**src/rtl/ffm_pkg.sv**
```systemverilog
// Shared types and segment patterns for the fastest-finger arbiter.
// Segment order is {a,b,c,d,e,f,g}, active-high, common cathode.
package ffm_pkg;

  typedef enum logic [1:0] {
    IDLE   = 2'd0,
    ARMED  = 2'd1,
    LOCKED = 2'd2
  } state_t;

  localparam logic [6:0] SEG_BLANK = 7'b0000000;
  localparam logic [6:0] SEG_DASH  = 7'b0000001;
  localparam logic [6:0] SEG_1     = 7'b0110000;
  localparam logic [6:0] SEG_2     = 7'b1101101;
  localparam logic [6:0] SEG_3     = 7'b1111001;
  localparam logic [6:0] SEG_4     = 7'b0110011;

  // Winner index 0..3 maps to the player digit 1..4.
  function automatic logic [6:0] seg_digit(input logic [1:0] w);
    logic [6:0] s;
    case (w)
      2'd0:    s = SEG_1;
      2'd1:    s = SEG_2;
      2'd2:    s = SEG_3;
      default: s = SEG_4;
    endcase
    return s;
  endfunction

endpackage

```
**src/rtl/ffm_sync.sv**
```systemverilog
// Single-bit N-stage synchronizer for an asynchronous input, with
// synchronous active-low clear.
module ffm_sync #(
  parameter int STAGES = 2
) (
  input  logic clk,
  input  logic rst_n,
  input  logic d,
  output logic q
);

  logic [STAGES-1:0] sr;

  always_ff @(posedge clk) begin
    if (!rst_n) sr <= '0;
    else        sr <= {sr[STAGES-2:0], d};
  end

  assign q = sr[STAGES-1];

endmodule

```
**src/rtl/fastest_finger_main.sv**
```systemverilog
// Four-player first-press arbiter: synchronizes buttons and enable, latches the
// first press of an armed round and drives the winner digit on a 7-seg display.
module fastest_finger_main
  import ffm_pkg::*;
#(
  parameter int SYNC_STAGES = 2
) (
  input  logic       clk,
  input  logic       rst_n,
  input  logic       P1,
  input  logic       P2,
  input  logic       P3,
  input  logic       P4,
  input  logic       en,
  output logic [6:0] out
);

  logic [4:0] raw;
  logic [4:0] syn;
  logic [3:0] btn;
  logic       en_s;
  logic       en_q;
  logic       en_rise;
  logic       press;
  logic [1:0] enc;
  logic [1:0] winner, winner_nx;
  state_t     state, state_nx;

  assign raw = {en, P4, P3, P2, P1};

  for (genvar i = 0; i < 5; i++) begin : g_sync
    ffm_sync #(.STAGES(SYNC_STAGES)) u_sync (
      .clk   (clk),
      .rst_n (rst_n),
      .d     (raw[i]),
      .q     (syn[i])
    );
  end

  assign btn     = syn[3:0];
  assign en_s    = syn[4];
  assign en_rise = en_s & ~en_q;
  assign press   = |btn;

  // Fixed priority: lowest-numbered player wins a same-cycle tie.
  always_comb begin
    enc = 2'd3;
    if      (btn[0]) enc = 2'd0;
    else if (btn[1]) enc = 2'd1;
    else if (btn[2]) enc = 2'd2;
  end

  always_ff @(posedge clk) begin
    if (!rst_n) begin
      en_q   <= 1'b0;
      state  <= IDLE;
      winner <= 2'd0;
    end else begin
      en_q   <= en_s;
      state  <= state_nx;
      winner <= winner_nx;
    end
  end

  // A new round may open and close in the same cycle if a button is already high.
  always_comb begin
    state_nx  = state;
    winner_nx = winner;
    if (en_rise) begin
      winner_nx = press ? enc : 2'd0;
      state_nx  = press ? LOCKED : ARMED;
    end else begin
      case (state)
        ARMED: begin
          if (press) begin
            state_nx  = LOCKED;
            winner_nx = enc;
          end else if (!en_s) begin
            state_nx  = IDLE;
          end
        end
        LOCKED:  state_nx = LOCKED;
        default: state_nx = IDLE;
      endcase
    end
  end

  always_comb begin
    case (state)
      ARMED:   out = SEG_DASH;
      LOCKED:  out = seg_digit(winner);
      default: out = SEG_BLANK;
    endcase
  end

endmodule

```
**config.mk**
```make
export PLATFORM = sky130hd
export DESIGN_NAME = fastest_finger_main
export DESIGN_NICKNAME = d
export VERILOG_FILES = /design/src/rtl/ffm_pkg.sv /design/src/rtl/ffm_sync.sv /design/src/rtl/fastest_finger_main.sv
export SDC_FILE = /design/constraint.sdc
export NUM_CORES = 1
export LEC_CHECK = 0
export ABC_AREA = 1
export CAP_MARGIN = 0
export CORE_MARGIN = 5
export CORE_UTILIZATION = 40
export CTS_CLUSTER_SIZE = 20
export DETAILED_ROUTE_END_ITERATION = 16
export PLACE_DENSITY = 0.79
export SLEW_MARGIN = 20
export SYNTH_ARGS = -nofsm -noshare
export SYNTH_HDL_FRONTEND = slang
export SYNTH_HIERARCHICAL = 1
export SYNTH_SLANG_ARGS = --single-unit
```
**constraint.sdc**
```tcl
create_clock -name clk -period 1.11 [get_ports clk]
set_input_delay 0.1665 -clock clk [delete_from_list [all_inputs] [get_ports clk]]
set_output_delay 0.1665 -clock clk [all_outputs]
set_load 0.01 [all_outputs]
```
==> summary.txt <==
Clock tree
  – TritonCTS clock tree: done
  – Clock Latency Late Sink: about 0.27 ns
  – CTS buffer count: 3
  – Clock Sinks: 15
  – Clk buf depth: 2
  – CTS root buffer: clkbuf_4
  – Clock slew at reported path FFs: 0.09 ns
  – H-tree depth: 1

Timing
  – Layout Skew: 0.00223 ns
  – Slew margin rel.: 88.0%
  – Worst Tran Pin Value: around 0.18 ns
  – Max Clk Rate: just under 0.7 GHz
  – Fin. Hold Viols: 0
  – Final WS setup: -0.358 ns
  – Period utilisation layout: 132%
  – # setup viols final: 11
  – Slew Viols, Final: 0
  – Tmin final: 1.47 ns
  – Setup TNS: -2.25 ns
  – WHS: approximately 0.4 ns
  – RSZ-0062 raised after global routing: true

Pwr
  – Pwr Total: between 1 and 1.5 mW
  – LEAKAGE: around 0.57 nW
  – Peak VDD IR: a little over 0.0009 V
  – PwrDens: between 900 and 1000 nW/um^2

Synth
  – Largest family of logic cells by synthesized area: simple AND/OR/NAND/NOR gates
  – Mapped Avg Cell Area: around 7.4 sq um
  – Compound-Gate Fraction of Synth Area: 4.42%
  – Top post-synthesis cells by area: dfxtp_1 44%, inv_1 13%, nand2_1 12%, ha_1 11%, nor2_2 3.7%
  – Seq/Total Area, Yosys: 44.2%
  – Post-synthesis mux area share: 0%
  – Synthesized flop and latch total: 15
  – Post-Synth XOR/XNOR Area: 0%
  – Post-synth top area cell: dfxtp_1
  – Yosys warnings: 6
  – Mapped cell area: 679 sq um
  – Synth top area share: 44.2%
  – Gate Count Post-Synth: 92
  – Synth cell types: 13
  – Post-Syn Nets: between 100 and 150
  – Simple-Gate Fraction of Synth Area: 25.4%
  – Adder-cell area share of the yosys netlist: 11.0%

Detailed routing
  – Vias/cell: 4.49
  – ANT nets after route: 0
  – 1st-pass router iterations: 2
  – DRT Wirelength: about 1400 um
  – Via count: 629
  – Routed len/inst: roughly 10 um
  – DRC: 0
  – Initial DRC count: 5

Cells and area
  – Filler cell count: between 100 and 150
  – Area Growth Syn to Fin: 65.0%
  – Util after Layout: about 72%
  – Layout cells sized above 1: 53.2%
  – Final std cells w/o fill: 140
  – Nets@finish: 138
  – Finished Cell Area: 1120 sq um
  – Diode count: 0

Place
  – Pre-CTS WS: -0.550 ns
  – Placed instance area: about 900 sq um
  – Routability cong.: about 0.67
  – Port Buffers: 13
  – Dpl hpwl: between 900 and 1000 um
  – Cells after DPL: 130

Setup path
  – Worst Setup Path Type: reg2out
  – Critical Path Start Type: flop
  – CP cell instances: inv_2 > ha_4 > buf_6 > inv_4 > nand2_4 > o21ai_2 > buf_2
  – CP Capture Type: output pin
  – WP data arrival: between 1 and 1.5 ns
  – Critical path data required time: around 0.94 ns
  – Critical path peak fanout: 2
  – Slowest CP cell: dfxtp_2
  – R2R Setup Slk: -0.31 ns
  – Max stage delay on crit path: about 0.34 ns

Floorplan
  – Die Area: around 2600 sq um
  – Die Ht: 51.2 um
  – Initial core utilization: a little over two fifths
  – Die X: 51.2 um
  – Core Box Area: 1560 sq um
  – IO Count: 14
  – # rows: 14

GRT
  – GR Util All Layers: a little over a tenth
  – Initial antenna violation count: 0
  – GR Overflow Total: 0
  – Wire length of the first global-routing pass: 2240 um
  – Pin count of the biggest net entering global routing: 10
  – Vias in the first global route: 611

Run status
  – Failing checks: setup timing
  – Status: finished with violations

Job
  – # Max-Cap Violations: 0

Hold path
  – Min-delay worst type: in2reg
critical path, delay by kind of cell (launching register included):
kind / cells / cell delay (ns)
DFF: 1 / 0.34
buffers and inverters: 4 / 0.30
adders and majority gates: 1 / 0.28
and+or+nand+nor: 1 / 0.06
AOI/OAI and AO/OA: 1 / 0.05
report_power, final:
part | switching, mW | internal [mW]
Sequential | 0.0131 | 0.559
Combinational | 0.0670 | 0.0724
Clock | 0.165 | 0.133
Total | 0.245 | 0.764
logic make-up (layout without fill, tap and decap cells):
logic type / count (synthesis) / in the layout
compound gates: 6 / 6
buf+inv: 26 / 58
flops: 15 / 15
simple gates: 39 / 39
fa+ha+maj: 6 / 6
placed cells by master, fill, tap and decap left out, drive strengths merged:
cell type,synthesis,layout
dfxtp,15,15
nor2,10,10
clkbuf,0,3
nand3b,1,1
nand2,24,24
buf,1,23
a21oi,4,4
ha,6,6
clkdlybuf4s50,0,6
inv,25,25
o21ai,2,2
nand3,4,4
clkinv,0,1
state kept, by name, indices dropped and copies added (netlist names):
register          count
g_sync.u_sync/sr     10
winner                2
en_q                  1
state                 2
metal layers:
layer / wire length [um] / global-route usage (%)
met1: 521 / 10.3
met2: 816 / 23.2
met3: 65 / 1.74
met4: 0 / 3.93
met5: 0 / 0
cell usage after synthesis:
cell type / n
a21oi_1: 4
buf_4: 1
dfxtp_1: 15
ha_1: 6
inv_1: 24
inv_2: 1
nand2_1: 21
nand2_2: 3
nand3_1: 4
nand3b_1: 1
nor2_1: 6
nor2_2: 4
o21ai_1: 2
layout make-up:
cell class / instances / area [sq um] / area share, %
clock buffers: 3 / 22.5 / 2.01
clock inverters: 1 / 5.00 / 0.446
inverters: 25 / 98.8 / 8.82
multi-input cells: 51 / 397 / 35.4
flip-flops and latches: 15 / 308 / 27.5
well taps: 16 / 20.0 / 1.79
repair buffers: 29 / 270 / 24.1
path summary, 6_finish.rpt:
kind                                     start                           endpoint  cells after the start
min reg2reg  g_sync[4].u_sync/sr[0]$_SDFF_PN0_  g_sync[4].u_sync/sr[1]$_SDFF_PN0_                      2
max                      state[0]$_SDFFE_PN0P_                             out[0]                      7
min                                         P1  g_sync[0].u_sync/sr[0]$_SDFF_PN0_                      3
max reg2reg              state[0]$_SDFFE_PN0P_              state[1]$_SDFFE_PN0P_                     12
timing repair:
action,4_1_cts,5_1_grt
pin swaps,10,11
cloned,0,0
endpoints found under the setup margin,11,11
hold buffers,0,0
setup buffers,3,5
gates resized for setup,56,19
Power figures use the tool's default switching activity.
